[config.mk]
export PLATFORM = sky130hd
export DESIGN_NAME = branch_resolve_bht
export DESIGN_NICKNAME = d
export VERILOG_FILES = /design/src/rtl/branch_pkg.sv /design/src/rtl/branch_resolve_bht_cond.sv /design/src/rtl/branch_resolve_bht.sv
export SDC_FILE = /design/constraint.sdc
export NUM_CORES = 1
export LEC_CHECK = 0
export ABC_CLOCK_PERIOD_IN_PS = 3950
export CELL_PAD_IN_SITES_DETAIL_PLACEMENT = 0
export CELL_PAD_IN_SITES_GLOBAL_PLACEMENT = 1
export CORE_AREA = 4 4 200 163
export DETAILED_ROUTE_END_ITERATION = 6
export DIE_AREA = 0 0 204 167
export PLACE_DENSITY = 0.91
export SKIP_LAST_GASP = 1
export SLEW_MARGIN = 10
export SYNTH_ARGS = -nofsm -noshare
export SYNTH_HDL_FRONTEND = slang
export SYNTH_SLANG_ARGS = --single-unit
export TNS_END_PERCENT = 10
[constraint.sdc]
create_clock -name clk -period 3.95 [get_ports clk]
set_input_delay 0.5925 -clock clk [delete_from_list [all_inputs] [get_ports clk]]
set_output_delay 0.5925 -clock clk [all_outputs]
set_load 0.005 [all_outputs]
[src/rtl/branch_pkg.sv]
// Branch unit shared definitions: opcode encodings,
// counter init value and condition/counter helpers.
package branch_pkg;

  localparam logic [2:0] BR_REGIMM = 3'd1;
  localparam logic [2:0] BR_BEQ    = 3'd4;
  localparam logic [2:0] BR_BNE    = 3'd5;
  localparam logic [2:0] BR_BLEZ   = 3'd6;
  localparam logic [2:0] BR_BGTZ   = 3'd7;

  localparam logic [4:0] RT_BLTZ = 5'b00000;
  localparam logic [4:0] RT_BGEZ = 5'b00001;

  localparam logic [1:0] CTR_INIT = 2'b01;

  function automatic logic br_valid(
    input logic [2:0] op
  );
    return (op == BR_REGIMM) || (op == BR_BEQ)
        || (op == BR_BNE)    || (op == BR_BLEZ)
        || (op == BR_BGTZ);
  endfunction

  // eq: In1==In2, neg: In1 sign bit, zero: In1==0
  function automatic logic br_eval(
    input logic [2:0] op,
    input logic [4:0] rt,
    input logic       eq,
    input logic       neg,
    input logic       zero
  );
    logic t;
    t = 1'b0;
    unique case (1'b1)
      (op == BR_BEQ):  t = eq;
      (op == BR_BNE):  t = !eq;
      (op == BR_BLEZ): t = neg | zero;
      (op == BR_BGTZ): t = !neg & !zero;
      (op == BR_REGIMM): begin
        if (rt == RT_BGEZ)
          t = !neg;
        else if (rt == RT_BLTZ)
          t = neg;
        else
          t = 1'b0;
      end
      default: t = 1'b0;
    endcase
    return t;
  endfunction

  // Saturating up/down counter step, max = 2^w-1
  function automatic logic [7:0] ctr_next(
    input logic [7:0] c,
    input logic [7:0] max,
    input logic       taken
  );
    if (taken)
      return (c == max) ? c : c + 8'd1;
    return (c == 8'd0) ? c : c - 8'd1;
  endfunction

endpackage

[src/rtl/branch_resolve_bht_cond.sv]
// Combinational branch condition evaluator.
// Flags whether the opcode is a branch at all.
module branch_cond
  import branch_pkg::*;
#(
  parameter int DATA_W = 32
) (
  input  logic [DATA_W-1:0] in1,
  input  logic [DATA_W-1:0] in2,
  input  logic [2:0]        op,
  input  logic [4:0]        rt,
  output logic              cond,
  output logic              valid
);

  logic eq;
  logic neg;
  logic zero;

  assign eq    = (in1 == in2);
  assign neg   = in1[DATA_W-1];
  assign zero  = (in1 == '0);
  assign cond  = br_eval(op, rt, eq, neg, zero);
  assign valid = br_valid(op);

endmodule

[src/rtl/branch_resolve_bht.sv]
// Branch resolve + direct-mapped BHT predictor.
// Two-edge counter update with lookup bypass.
module branch_resolve_bht
  import branch_pkg::*;
#(
  parameter int DATA_W    = 32,
  parameter int PC_W      = 32,
  parameter int BHT_DEPTH = 64,
  parameter int CTR_W     = 2,
  parameter int STAT_W    = 32
) (
  input  logic              clk,
  input  logic              reset,
  input  logic [PC_W-1:0]   if_pc,
  output logic              if_pred_taken,
  input  logic              res_valid,
  input  logic [PC_W-1:0]   res_pc,
  input  logic [PC_W-1:0]   res_target,
  input  logic              res_pred_taken,
  input  logic [DATA_W-1:0] In1,
  input  logic [DATA_W-1:0] In2,
  input  logic [2:0]        BranchOp,
  input  logic [4:0]        flag,
  output logic              res_taken,
  output logic              mispredict,
  output logic [PC_W-1:0]   redirect_pc,
  output logic [STAT_W-1:0] stat_branches,
  output logic [STAT_W-1:0] stat_mispredicts
);

  localparam int IDX_W = $clog2(BHT_DEPTH);
  localparam logic [7:0] CTR_MAX =
    8'((1 << CTR_W) - 1);

  logic [CTR_W-1:0] bht [BHT_DEPTH];

  logic             upd_valid_q;
  logic [IDX_W-1:0] upd_idx_q;
  logic             upd_taken_q;

  logic             cond;
  logic             op_ok;
  logic             do_res;
  logic [IDX_W-1:0] res_idx;
  logic [IDX_W-1:0] lu_idx;
  logic [7:0]       nxt8;
  logic [CTR_W-1:0] upd_ctr;
  logic             unused;

  branch_cond #(
    .DATA_W (DATA_W)
  ) u_cond (
    .in1   (In1),
    .in2   (In2),
    .op    (BranchOp),
    .rt    (flag),
    .cond  (cond),
    .valid (op_ok)
  );

  assign do_res      = res_valid & op_ok;
  assign res_taken   = do_res & cond;
  assign mispredict  =
    res_valid & (res_taken != res_pred_taken);
  assign redirect_pc = res_taken ? res_target
                     : res_pc + PC_W'(4);

  assign res_idx = res_pc[IDX_W+1:2];
  assign lu_idx  = if_pc[IDX_W+1:2];

  assign nxt8    = ctr_next(8'(bht[upd_idx_q]),
                            CTR_MAX, upd_taken_q);
  assign upd_ctr = nxt8[CTR_W-1:0];

  assign if_pred_taken =
    (upd_valid_q && upd_idx_q == lu_idx)
      ? upd_ctr[CTR_W-1]
      : bht[lu_idx][CTR_W-1];

  assign unused = ^{if_pc[PC_W-1:IDX_W+2],
                    if_pc[1:0],
                    res_pc[PC_W-1:IDX_W+2],
                    res_pc[1:0],
                    nxt8};

  // Capture the resolved outcome for next-edge write
  always_ff @(posedge clk) begin
    if (reset) begin
      upd_valid_q <= 1'b0;
      upd_idx_q   <= '0;
      upd_taken_q <= 1'b0;
    end else begin
      upd_valid_q <= do_res;
      if (do_res) begin
        upd_idx_q   <= res_idx;
        upd_taken_q <= res_taken;
      end
    end
  end

  // BHT array: init to weakly not-taken, apply update
  always_ff @(posedge clk) begin
    if (reset) begin
      for (int i = 0; i < BHT_DEPTH; i++)
        bht[i] <= CTR_W'(CTR_INIT);
    end else if (upd_valid_q) begin
      bht[upd_idx_q] <= upd_ctr;
    end
  end

  // Saturating performance counters
  always_ff @(posedge clk) begin
    if (reset) begin
      stat_branches    <= '0;
      stat_mispredicts <= '0;
    end else begin
      if (do_res && stat_branches != '1)
        stat_branches <= stat_branches + 1'b1;
      if (do_res && mispredict &&
          stat_mispredicts != '1)
        stat_mispredicts <= stat_mispredicts + 1'b1;
    end
  end

endmodule
# --- Word-level counts from Yosys, hierarchy flattened ---
# Memories as Yosys holds them, arrays and structs flattened. A register that Yosys moved wholly into a read port is not among the register bits.
# Cells that the tools add are included.
# W data, S select, Z words.
totals:
  regBits: 72
  latch_bits: 0
  mem_bits_rw: 128
  mem_bits_ro: 0
  in_bits: 172
  out_inout_bits: 99
  mem_count: 1
mem_list:
  columns: ["name", "words", "word_bits", "read_ports", "rd_clocked_by_memory_dff", "write_ports", "line", "rtl"]
  rows:
  - ["bht", 64, 2, 2, 1, 64, "branch_resolve_bht.sv:35", "logic [CTR_W-1:0] bht [BHT_DEPTH];"]
op_classes:
  add_sub_neg: 5
  multipliers: 0
  div_mod_pow: 0
  n_lt_le_gt_ge: 0
  n_eq_ne: 12
  n_shift: 0
  mux: 20
  bitwise: 5
  reduce_logical: 15
op_table:
  columns: ["cell", "count"]
  rows:
  - ["$add A32 B1 Y32 const B", 2]
  - ["$ne A32 B32 Y1 const B", 2]
  - ["$add A32 B3 Y32 const B", 1]
  - ["$eq A32 B32 Y1", 1]
  - ["$logic_not A32 Y1", 1]
  - ["$mux W32", 1]
  - ["$mux W6", 3]
  - ["$eq A3 B3 Y1 const B", 4]
  - ["$mux W1", 10]
  - ["$mux W2", 5]
  - ["$eq A6 B6 Y1", 1]
  - ["$eq A5 B1 Y1 const B", 1]
  - ["$logic_not A5 Y1", 1]
  - ["$pmux W1 S5", 1]
  - ["$and A1 B1 Y1", 4]
  - ["$logic_and A1 B1 Y1", 4]
  - ["$logic_or A1 B1 Y1", 4]
  - ["$eq A3 B1 Y1 const B", 1]
  - ["$logic_not A1 Y1", 3]
  - ["$add A2 B1 Y2 const B", 1]
  - ["$eq A2 B2 Y1 const B", 1]
  - ["$logic_not A2 Y1", 1]
  - ["$reduce_or A2 Y1", 1]
  - ["$sub A2 B1 Y2 const B", 1]
  - ["other kinds (2)", 2]

# --- Logic depth before layout (Yosys ltp) ---
# Gate-level depths: netlist of the first run.
depth:
  depth_word: 11
  depth_mapped: 12

# --- Modules after synthesis ---
# A second synthesis of the first run with hierarchy kept.
unflattened:
  cells_unflattened: 1216
  area_unflattened_um2: 12535.8
by_module_without_submodules:
  columns: ["module", "instances", "cells_each", "area_per_inst_um2", "seq_area_each_um2"]
  rows:
  - ["branch_resolve_bht", 1, 1148, 12027.8, 5405.2]
  - ["branch_cond", 1, 68, 508.0, 0.0]

# --- Least setup slack after synthesis of the first run ---
# Ideal clock, no wire load.
synth_timing:
  path_type: "in2out"
  from: "input if_pc[2]"
  to: "output if_pred_taken"
  arrival_ps: 3182
  required_ps: 3357
  path_slack_ps: 176
  path_stages: 7
  path_buffers: 2
  path_cell_list: "clkbuf_1 > buf_1 > mux4_2 > mux4_2 > mux4_2 > nand2_1 > o21ai_0"
synth_via:
  elab_chain_len: 3
  elab_cells_between_ends: 4
  cone_classes: "eq/ne: 1; mux: 1; reduce/logical: 1; memory: 1"
synth_rtl:
  columns: ["item", "line", "rtl"]
  rows:
  - ["start: declaration", "branch_resolve_bht.sv:14", "input logic [PC_W-1:0] if_pc,"]
  - ["parallel branches: the longest is 2 deep, another holds $mem_v2 Z64 W2", null, null]
  - ["$mux W1 (*)", "branch_resolve_bht.sv:77", "? upd_ctr[CTR_W-1]"]
  - ["end: declaration", "branch_resolve_bht.sv:15", "output logic if_pred_taken,"]
# Every way passes the cells marked *.

# --- Worst setup path after layout of the first run ---
layout_timing:
  from: "input In1[13]"
  to: "output mispredict"
layout_via:
  elab_chain_len: 7
  elab_cells_between_ends: 10
  cone_classes: "eq/ne: 2; mux: 1; bitwise: 4; reduce/logical: 3"
layout_rtl:
  columns: ["item", "line", "rtl"]
  rows:
  - ["start: declaration", "branch_resolve_bht.sv:20", "input logic [DATA_W-1:0] In1,"]
  - ["$logic_not A32 Y1", "branch_resolve_bht_cond.sv:22", "assign zero = (in1 == '0);"]
  - ["$logic_not A1 Y1", "branch_pkg.sv:38", "(op == BR_BGTZ): t = !neg & !zero;"]
  - ["$and A1 B1 Y1", "branch_pkg.sv:38", null]
  - ["$pmux W1 S5 (*)", "branch_pkg.sv:34", "unique case (1'b1)"]
  - ["$and A1 B1 Y1 (*)", "branch_resolve_bht.sv:62", "assign res_taken = do_res & cond;"]
  - ["$ne A1 B1 Y1 (*)", "branch_resolve_bht.sv:64", "res_valid & (res_taken != res_pred_taken);"]
  - ["$and A1 B1 Y1 (*)", "branch_resolve_bht.sv:64", null]
  - ["end: declaration", "branch_resolve_bht.sv:25", "output logic mispredict,"]
# Mark *: on every way between the ends. The rest lies on a longest branch, timed or not.

==> flow_summary_export.csv, run 1 <==
group,metric,value,unit
synth,synth.ff_latch_count,206,
power,ir_drop,0.346,mV
job,drv_cap,0,
timing,slew_violations,0,
clocking,cts_root_buf,"clkbuf_16",
min_path,worstHoldPathType,"flip-flop to flip-flop",
synth,ys_seq_area_share,45.6,%
route,dr.pass1.iters,7,
synth,synth_area_leaders,"edfxtp_1 32%, dfxtp_1 13%, mux4_2 12%, xor2_1 5.1%, nor2_1 4.6%",
timing,whs,0.460,ns
route,viasPerCell,5.47,
finish,stdcell_count,1857,
clocking,cts_hold_buf,0,
route,ant_nets,0,
setup_path,start_kind,"input port",
run_status,violations,"setup timing",
synth,synth_largest_area_cell,"edfxtp_1",
power,leakagePower,5.27,nW
setup_path,critPathArrivalTime,3.49,ns
timing,rsz0062_at_grt,"yes",
route,drc,0,
placed_design,dp_hpwl,25400,um
placed_design,placed_area,0.0149,mm2
global_routing,grt_pass1_vias,9999,
setup_path,crit_type,"input port to output pin",
finish,layout-drive-gt1-share,16.7,%
clocking,htree_levels,1,
power,power_density,318,mW/mm2
synth,synth.most_common_cell,"nor2_1",
finish,postLayoutCellArea,0.0159,mm2
synth,synth.top_cell.area_share,32.5,%
finish,fill_cells,2678,
floorplan,num_rows,57,
floorplan,dieArea,0.0341,mm2
finish,syn2layout_area_growth,34.1,%
clocking,cts_max_path_buffers,3,
run_status,outcome,"finished, violations left",
global_routing,grt_usage,20.0,%
placed_design,gp_congestion,0.868,
timing,finalCritPeriodShare,103,%
global_routing,antenna_found_initial,0,
synth,syn_area,0.0118,mm2
synth,syn_area_per_cell,10.0,um2
synth,yosys_warnings,0,
synth,synth_fp_nets,1357,
timing,fmax,245,MHz
setup_path,critical_path.max_fanout,2,
synth,synth_cell_type_count,50,
placed_design,placedCellCount,1809,
floorplan,start_util,39.1,%
timing,setup_violations,11,
timing,setup_ws,-0.135,ns
timing,period_needed,4.09,ns
finish,n_antenna_cell,0,
global_routing,grt_first_pass_wirelength,55100,um
route,vias,10200,
synth,synthFlopType,"edfxtp_1",
power,power,5.05,mW
placed_design,portBuffers,244,
floorplan,coreArea,0.0303,mm2
synth,netlist_instances,1182,
clocking,cts_sinks,206,
floorplan,ioPinCount,271,
floorplan,die_h,167,um
clocking,clkTransAtPathRegs,0.06,ns
timing,worst_pin_slew,1.08,ns
clocking,clock_latency,0.51,ns
timing,fin_worst_skew,0.0188,ns
finish,nets,1603,
global_routing,grt_overflow,0,
synth,synth-edff-count,128,
clocking,cts_tree,"built",
timing,hold_viol,0,
global_routing,grt_max_degree,90,
setup_path,cp.required,3.36,ns
timing,tns,-0.871,ns
synth,ys_async_sr_fraction,0,%
timing,relSlewSlack,27.9,%
route,wl,35900,um
synth,synth_commonest_cells,"145 x nor2_1, 128 x edfxtp_1, 107 x nand2_1, 78 x dfxtp_1, 71 x nor3_1",
floorplan,die_w,204,um
setup_path,setup.worst_path.end_class,"output pin",
clocking,numCtsBuffers,23,
route,routedWlPerCell,19.3,um
route,drt_iter0_markers,853,
## per-stage QoR
step	util, %	setup slack [ns]
6_report	52.4	-0.135
5_1_grt	52.4	-0.194
4_1_cts	51.8	-0.221
3_5_place_dp	49.3	-0.308
3_3_place_gp	49.3	-0.262
2_1_floorplan	-	0.176
## registers in the layout, summed over array words and instances (netlist names), named ones only
register / count
bht: 128
stat_branches: 32
stat_mispredicts: 32
upd_idx_q: 6
upd_taken_q: 1
upd_valid_q: 1
## worst max-delay path: stages
cell	delay, ns
clkdlybuf4s50_1	0.45
nor4_2	0.32
buf_4	0.16
nand4_1	0.18
o21ai_1	0.18
nor3b_2	0.16
a31oi_1	0.10
buf_4	0.15
buf_4	0.12
or3_2	0.42
and3_1	0.19
clkdlybuf4s50_1	0.46
## layer usage
metal	vias to the layer above	wire length, um	track usage [%]
li1	4801	-	-
met1	4873	15300	27.4
met2	409	16800	32.7
met3	81	2780	3.65
met4	0	1010	5.77
met5	-	0	0
## path summary, 6_finish.rpt
path / to / slack [ns] / startpoint / cells after the start
setup / recovery: mispredict / -0.14 / In1[13] / 12
hold / removal: upd_taken_q$_SDFFE_PP0P_ / 0.46 / upd_taken_q$_SDFFE_PP0P_ / 2
setup reg to reg: bht[0][1]$_SDFFCE_PN0P_ / 0.60 / flip-flop / 8
hold reg to reg: upd_taken_q$_SDFFE_PP0P_ / 0.46 / upd_taken_q$_SDFFE_PP0P_ / 2
## what timing repair did
item / CTS / global route
setup endpoints to repair: 35 / 35
pin swaps: 6 / 14
cloned: 2 / 2
setup buffers: 1 / 2
resized for setup: 36 / 31
## area by class of cell
cell class	instances	area (um2)	share of cell area, %
Sequential cell	206	5410	34.1
Clock buffer	33	644	4.06
Timing Repair Buffer	304	3090	19.5
Multi-Input combinational cell	878	6120	38.6
Clock inverter	8	36.3	0.229
Inverter	15	56.3	0.355
Tap cell	413	517	3.26
## power breakdown
part           internal, mW  switching, mW  total [mW]  leakage (nW)
registers              2.31         0.0368        2.35          1.73
clock network          1.13          0.830        1.96         0.335
logic                 0.378          0.363       0.741          3.20
## layout by cell type (no fill, tap or decap), types with 10 or more instances in the layout
cell	instances
a21o_1	10
a21oi_1	61
and3_1	16
buf_4	47
clkbuf_16	26
clkdlybuf4s50_1	199
dfxtp_1	77
dlygate4sd2_1	24
dlymetal6s2s_1	19
edfxtp_1	128
inv_1	15
mux2_2	15
mux4_2	61
nand2_1	107
nand2b_1	15
nand3_1	66
nand4_1	24
nor2_1	145
nor2b_1	14
nor3_1	71
nor4_1	17
o21ai_0	20
or2_2	51
or3_1	19
xnor2_1	22
xor2_1	67
## cells by family (layout without fill, tap and decap cells)
kind of cell | Yosys count | in the layout | synth area share, %
buf+inv | 98 | 360 | 3.54
compound gates | 114 | 114 | 5.40
xor+xnor | 91 | 91 | 6.73
mux | 80 | 80 | 13.4
simple gates | 588 | 588 | 24.8
fa+ha+maj | 5 | 5 | 0.497
flops | 206 | 206 | 45.6
Note: power is estimated with default switching activity, not from simulation.
==> run 2: changes to the inputs <==
Settings changed: ABC_CLOCK_PERIOD_IN_PS 3950 to 3500, CORE_AREA 4 4 200 163 to 4 4 211 172, DIE_AREA 0 0 204 167 to 0 0 215 176, PLACE_DENSITY 0.91 to 0.86.
Clock period 3.95 ns to 3.5 ns, I/O delays scaled along.
==> run 2 against run 1 <==
The run still ends with setup timing left. Sequential share of layout area down 1.2 points. Via count is 3.2% higher. Clock-buffer cell count increased by 1. Critical path depth fell by 3. Sequential cell count is the same. Utilization shrank 4.4 points. Worst setup slack gained 0.025 ns. Cell count is 3.6% higher. Die area rose by 11%. Global-route usage down 0.90 points. Combinational power is 20% higher. Critical endpoint is now if_pred_taken. Highest routed layer unchanged.
==> flow_summary_export.csv, run 2 (synthesis results as in run 1) <==
group,metric,value,unit
timing,fmax,277,MHz
route,vias,10500,
setup_path,critPathArrivalTime,3.08,ns
floorplan,start_util,34.6,%
power,power_density,370,mW/mm2
power,p_sw_share,24.2,%
timing,slew_violations,0,
global_routing,grt_pass1_vias,10400,
clocking,cts_tree,"built",
placed_design,placed_area,0.0152,mm2
run_status,outcome,"finished, violations left",
clocking,clock_latency,0.53,ns
route,ant_nets,0,
route,wl,37500,um
finish,final_cell_mix,"144 x clkdlybuf4s50_1, 133 x nor2_1, 128 x edfxtp_1, 107 x nand2_1, 77 x dfxtp_1",
setup_path,critical_path.max_fanout,8,
power,p_sw,1.47,mW
global_routing,grt_overflow,0,
run_status,violations,"setup timing",
floorplan,die_w,215,um
clocking,cts_max_path_buffers,3,
job,drv_cap,0,
placed_design,gp_congestion,0.918,
setup_path,crit_type,"flip-flop to output pin",
placed_design,portBuffers,244,
timing,setup_violations,13,
timing,hold_viol,0,
clocking,cts_sinks,206,
finish,regMostFlops,"bht",
global_routing,grt_first_pass_wirelength,58500,um
route,routedWlPerCell,19.5,um
min_path,worstHoldPathType,"input port to flip-flop",
finish,largest_reg_flops,128,
global_routing,antenna_found_initial,0,
setup_path,crit_slowest_cell,"mux4_2",
timing,worst_pin_slew,1.03,ns
route,drt_iter0_markers,870,
global_routing,grt_usage,19.1,%
setup_path,cp_top_family,"multiplexers",
power,leakagePower,5.46,nW
floorplan,die_h,176,um
route,drc,0,
finish,fill_cells,3085,
setup_path,path_buf_inv,3,
power,internal_power,4.61,mW
timing,fin_worst_skew,0.0290,ns
floorplan,dieArea,0.0378,mm2
route,viasPerCell,5.45,
setup_path,cp.required,2.97,ns
finish,nets,1640,
timing,setup_ws,-0.110,ns
finish,postLayoutCellArea,0.0164,mm2
finish,layout-drive-gt1-share,24.8,%
finish,n_antenna_cell,0,
global_routing,grt_max_degree,100,
power,p_seq_share,43.5,%
floorplan,ioPinCount,271,
finish,final_common_cell,"clkdlybuf4s50_1",
timing,finalCritPeriodShare,103,%
setup_path,max_stage_delay,0.54,ns
power,p_comb_share,14.6,%
finish,syn2layout_area_growth,38.8,%
power,ir_drop,0.289,mV
power,clockPowerShare,41.8,%
setup_path,crit_chain,"buf_12 > buf_12 > mux4_2 > mux4_2 > mux2_4 > a21oi_2 > maj3_2 > o21ai_2 > buf_2",
setup_path,start_kind,"flip-flop",
floorplan,coreArea,0.0343,mm2
route,dr.pass1.iters,6,
clocking,clkTransAtPathRegs,0.06,ns
clocking,cts_hold_buf,0,
timing,period_needed,3.61,ns
finish,top_regs,"bht: 128 flops, stat_branches: 32 flops, stat_mispredicts: 32 flops",
floorplan,num_rows,61,
placed_design,dp_hpwl,26200,um
clocking,numCtsBuffers,24,
timing,rsz0062_at_grt,"yes",
setup_path,setup.worst_path.end_class,"output pin",
timing,relSlewSlack,30.9,%
clocking,cts_root_buf,"clkbuf_16",
finish,fin_util,48.0,%
clocking,htree_levels,1,
## run 2: cell types whose count changed in the layout (fill, tap and decap cells not counted), sizes merged, moves of 3 or more
cell and delta:
clkinv -4, bufinv +3, dlymetal6s2s -19, buf +73, clkbuf +9, dlygate4sd2 +10
clkdlybuf4s50 -55, clkdlybuf4s15 +19
## run 2: final timing paths
check | start | cells after the start | slack (ns) | to
max | flip-flop | 9 | -0.11 | if_pred_taken
min | reset | 2 | 0.46 | stat_mispredicts[8]$_SDFFE_PP0P_
max reg2reg | flip-flop | 9 | 0.04 | bht[15][1]$_SDFFCE_PN0P_
min reg2reg | upd_taken_q$_SDFFE_PP0P_ | 2 | 0.47 | upd_taken_q$_SDFFE_PP0P_
## run 2: worst reg2reg max path, cell delays in order, from the launching register on
cell,delay (ns)
dfxtp_4,0.43
buf_12,0.13
buf_12,0.13
mux4_2,0.55
mux4_2,0.48
mux2_4,0.28
a21oi_2,0.16
maj3_2,0.25
buf_4,0.64
nor3_1,0.14
## run 2: layer usage
| layer | track usage, % | part of all wire [%] | vias up |
|---|---|---|---|
| li1 | - | - | 4867 |
| met1 | 25.6 | 41 | 5089 |
| met2 | 31.3 | 47 | 456 |
| met3 | 4.75 | 8.8 | 74 |
| met4 | 5.02 | 2.5 | 0 |
| met5 | 0 | 0 | - |
## run 2: repair_timing
item	4_1_cts	5_1_grt
cloned	7	2
endpoints found under the hold margin	0	0
resized for setup	263	72
buffers inserted	13	3
pin swaps	34	26
setup endpoints to repair	35	105
## run 2: layout make-up
| cell class | count | area, um2 | area share (%) |
|---|---|---|---|
| sequential | 206 | 5410 | 32.9 |
| tap | 441 | 552 | 3.36 |
| clock inverter | 9 | 128 | 0.776 |
| inverter | 15 | 56.3 | 0.342 |
| multi-input combinational | 878 | 6340 | 38.6 |
| timing repair buffer | 340 | 3290 | 20.0 |
| clock buffer | 34 | 669 | 4.07 |
## run 2: power groups by stage
stage | Sequential (mW) | Combinational (mW) | Clock (mW)
floorplan | 2.68 | 0.413 | 0
finish | 2.65 | 0.889 | 2.55
detailed placement | 2.70 | 0.844 | 0
CTS | 2.65 | 0.863 | 2.59
global placement | 2.70 | 0.835 | 0
global route | 2.65 | 0.948 | 2.69
## run 2: metrics by stage
stage | setup slack (ns) | power (mW) | instances | hold WS (ns) | setup TNS [ns]
after detailed placement | -0.671 | 3.54 | 1857 | 0.470 | -29.07
after floorplan | 0.0946 | 3.09 | 1182 | 0.436 | 0
after global placement | -0.622 | 3.53 | 1857 | 0.463 | -26.43
after global routing | -0.189 | 6.29 | 1923 | 0.477 | -4.82
final | -0.110 | 6.09 | 1923 | 0.462 | -0.278
after CTS | -0.118 | 6.10 | 1919 | 0.453 | -0.757
==> run 3: changes to the inputs <==
Settings changed: CORE_AREA 4 4 211 172 to 5 5 215 175, DIE_AREA 0 0 215 176 to 0 0 220 180, PLACE_DENSITY 0.86 to unset, PLACE_DENSITY_LB_ADDON set to 0.08, SYNTH_HIERARCHICAL set to 1.
==> run 3 against run 2 <==
The run still ends with setup timing left. Maximum frequency is 3.4% lower. Synthesized cell count is 2.9% higher. First-iteration DRC count is 0.34% higher. Clock skew is 0.0092 ns lower. Die area is 4.7% higher. Utilization is 0.11 points higher. Highest routed layer unchanged.
==> flow_summary_export.csv, run 3 <==
group,metric,value,unit
setup_path,critical_path.max_fanout,11,
placed_design,dp_hpwl,31100,um
finish,n_antenna_cell,0,
clocking,cts_sinks,206,
synth,synth-edff-count,128,
setup_path,path_buf_inv,3,
route,wl,42700,um
clocking,numCtsBuffers,24,
synth,synth_area_leaders,"edfxtp_1 31%, dfxtp_1 12%, mux4_2 8.6%, xnor2_1 5.6%, nor2_1 3.3%",
clocking,cts_tree,"built",
synth,synth_commonest_cells,"128 x edfxtp_1, 109 x nor2_1, 103 x nand2_1, 80 x xnor2_1, 78 x dfxtp_1",
timing,worst_pin_slew,0.925,ns
route,drc,0,
timing,fin_worst_skew,0.0198,ns
synth,synthFlopType,"edfxtp_1",
finish,postLayoutCellArea,0.0170,mm2
global_routing,grt_first_pass_wirelength,64500,um
floorplan,die_h,180,um
route,ant_nets,0,
timing,setup_ws,-0.236,ns
run_status,violations,"setup timing",
clocking,cts_root_buf,"clkbuf_16",
setup_path,max_stage_delay,0.50,ns
placed_design,placedCellCount,1951,
power,ir_drop,0.352,mV
synth,synth_largest_area_cell,"edfxtp_1",
clocking,htree_levels,1,
clocking,clock_latency,0.53,ns
finish,final_cell_mix,"178 x clkdlybuf4s50_1, 128 x edfxtp_1, 108 x nor2_1, 103 x nand2_1, 90 x buf_4",
min_path,worstHoldPathType,"flip-flop to flip-flop",
setup_path,crit_slowest_cell,"mux4_2",
synth,synth-simple-area-share,19.7,%
floorplan,num_rows,62,
synth,synthMuxAreaShare,11.2,%
timing,period_needed,3.74,ns
timing,fmax,268,MHz
floorplan,coreArea,0.0354,mm2
setup_path,cp_top_family,"multiplexers",
global_routing,antenna_found_initial,1,
route,wl_met2,18200,um
setup_path,crit_type,"flip-flop to output pin",
clocking,clkTransAtPathRegs,0.06,ns
timing,setup_violations,23,
synth,synth.most_common_cell,"edfxtp_1",
route,drt_iter0_markers,873,
synth,synth_top_family_by_area,"simple AND/OR/NAND/NOR gates",
synth,syn_area_per_cell,10.3,um2
floorplan,ioPinCount,271,
power,power_density,361,mW/mm2
global_routing,grt_usage,20.8,%
power,leakagePower,5.59,nW
synth,yosys_warnings,6,
global_routing,grt_pass1_vias,10300,
global_routing,grt_overflow,0,
finish,top_regs,"bht: 128 flops, stat_branches: 32 flops, stat_mispredicts: 32 flops",
setup_path,crit_path_frequent_cell,"buf_12",
synth,ys_async_sr_fraction,0,%
route,met1_length,20100,um
setup_path,crit_chain,"buf_12 > buf_12 > mux4_2 > mux2_2 > nand2_1 > nand4_1 > o31ai_4 > a31oi_4 > dlygate4sd2_1",
route,top_layer,"met4",
clocking,cts_max_path_buffers,3,
floorplan,die_w,220,um
synth,synth.top_cell.area_share,30.7,%
route,wl_met3,3490,um
route,viasPerCell,5.36,
synth,syn_area,0.0125,mm2
finish,regMostFlops,"bht",
placed_design,gp_congestion,0.836,
timing,finalCritPeriodShare,107,%
synth,synth_compound_area_share,13.1,%
synth,synth-adder-area-share,0.299,%
synth,netlist_instances,1216,
route,routedWlPerCell,21.3,um
finish,largest_reg_flops,128,
timing,rsz0062_at_grt,"yes",
finish,stdcell_count,2005,
job,drv_cap,0,
synth,synthXorXnorAreaFrac,8.03,%
finish,syn2layout_area_growth,35.7,%
synth,synth_fp_nets,1391,
finish,nets,1682,
route,dr.pass1.iters,4,
finish,final_common_cell,"clkdlybuf4s50_1",
setup_path,cp.required,2.97,ns
timing,slew_violations,0,
setup_path,setup.worst_path.end_class,"output pin",
setup_path,critPathArrivalTime,3.21,ns
synth,synth.ff_latch_count,206,
placed_design,portBuffers,244,
setup_path,start_kind,"flip-flop",
placed_design,placed_area,0.0160,mm2
route,vias,10700,
run_status,outcome,"finished, violations left",
floorplan,dieArea,0.0396,mm2
finish,layout-drive-gt1-share,19.8,%
timing,relSlewSlack,38.3,%
floorplan,start_util,35.4,%
timing,hold_viol,0,
synth,synth_cell_type_count,69,
global_routing,grt_max_degree,66,
synth,ys_seq_area_share,43.1,%
run 3: cell types whose count changed in the layout (fill, tap and decap cells not counted), moves of 16 or more:
| cell | delta |
|---|---|
| xor2_1 | -26 |
| o21bai_1 | +20 |
| xnor2_1 | +55 |
| nor2_1 | -25 |
| a21oi_1 | -22 |
| clkdlybuf4s50_1 | +34 |
| buf_2 | -31 |
| buf_4 | +23 |
| nand4_1 | +16 |
| o21ai_0 | +37 |
| dlygate4sd2_1 | +23 |
| a21boi_1 | +31 |
| nor3_1 | -54 |
| nand3_1 | -28 |
run 3: cells by family (layout without fill, tap and decap cells):
| family | count (synthesis) | after routing |
|---|---|---|
| AND/OR/NAND/NOR | 479 | 479 |
| AO/OA/AOI/OAI | 234 | 234 |
| flip-flops | 206 | 206 |
| XOR/XNOR | 115 | 115 |
| buffers and inverters | 102 | 411 |
| multiplexers | 77 | 77 |
| adder cells (fa/ha/maj) | 3 | 3 |
run 3: what timing repair did:
item	in CTS	in global routing
hold buffers	0	0
buffers inserted	6	0
endpoints found under the setup margin	56	95
resized for setup	94	7
pin swaps	34	0
cloned	3	1
run 3: per-layer routing:
metal | up-vias | global-route usage (%)
li1 | 5091 | -
met1 | 5205 | 31.8
met2 | 388 | 30.3
met3 | 53 | 4.74
met4 | 0 | 3.89
met5 | - | 0
run 3: metrics by stage:
stage / setup TNS [ns] / utilization [%] / hold WS [ns] / total power, mW / worst slack, ns
2_1_floorplan: 0 / - / 0.483 / 3.22 / 0.331
3_3_place_gp: -25.02 / 45.2 / 0.496 / 3.73 / -0.552
3_5_place_dp: -23.37 / 45.2 / 0.501 / 3.73 / -0.548
4_1_cts: -1.72 / 47.9 / 0.513 / 6.18 / -0.248
5_1_grt: -9.29 / 48.1 / 0.549 / 6.36 / -0.333
6_report: -1.44 / 48.1 / 0.510 / 6.14 / -0.236
run 3: worst reg2reg max path, stage by stage (launching register included):
cell and delay [ns]:
dfxtp_2 0.34, buf_12 0.16, buf_12 0.17, mux4_2 0.50, mux2_2 0.31, nand2_1 0.12, nand4_1 0.19, o31ai_4 0.40
buf_4 0.77, a21boi_0 0.27
run 3: area by class of cell:
type / count / area, um2
Inverter: 13 / 48.8
Multi-Input combinational cell: 908 / 6720
Fill cell: 3338 / 18400
Clock inverter: 16 / 118
Tap cell: 480 / 601
Sequential cell: 206 / 5410
Clock buffer: 28 / 647
Timing Repair Buffer: 354 / 3470
run 3: path summary, 6_finish.rpt:
check / startpoint / to / slack, ns / cells after the start
setup reg to reg: flip-flop / bht[31][1]$_SDFFCE_PN0P_ / -0.04 / 9
setup / recovery: flip-flop / if_pred_taken / -0.24 / 9
hold / removal: stat_branches[28]$_SDFFE_PP0P_ / stat_branches[28]$_SDFFE_PP0P_ / 0.51 / 2
hold reg to reg: stat_branches[28]$_SDFFE_PP0P_ / stat_branches[28]$_SDFFE_PP0P_ / 0.51 / 2
run 3: report_power, final:
group | switching (mW) | internal [mW] | leakage (nW) | total, mW
combinational | 0.548 | 0.489 | 3.48 | 1.04
clock | 1.05 | 1.40 | 0.374 | 2.44
sequential | 0.0450 | 2.61 | 1.73 | 2.66
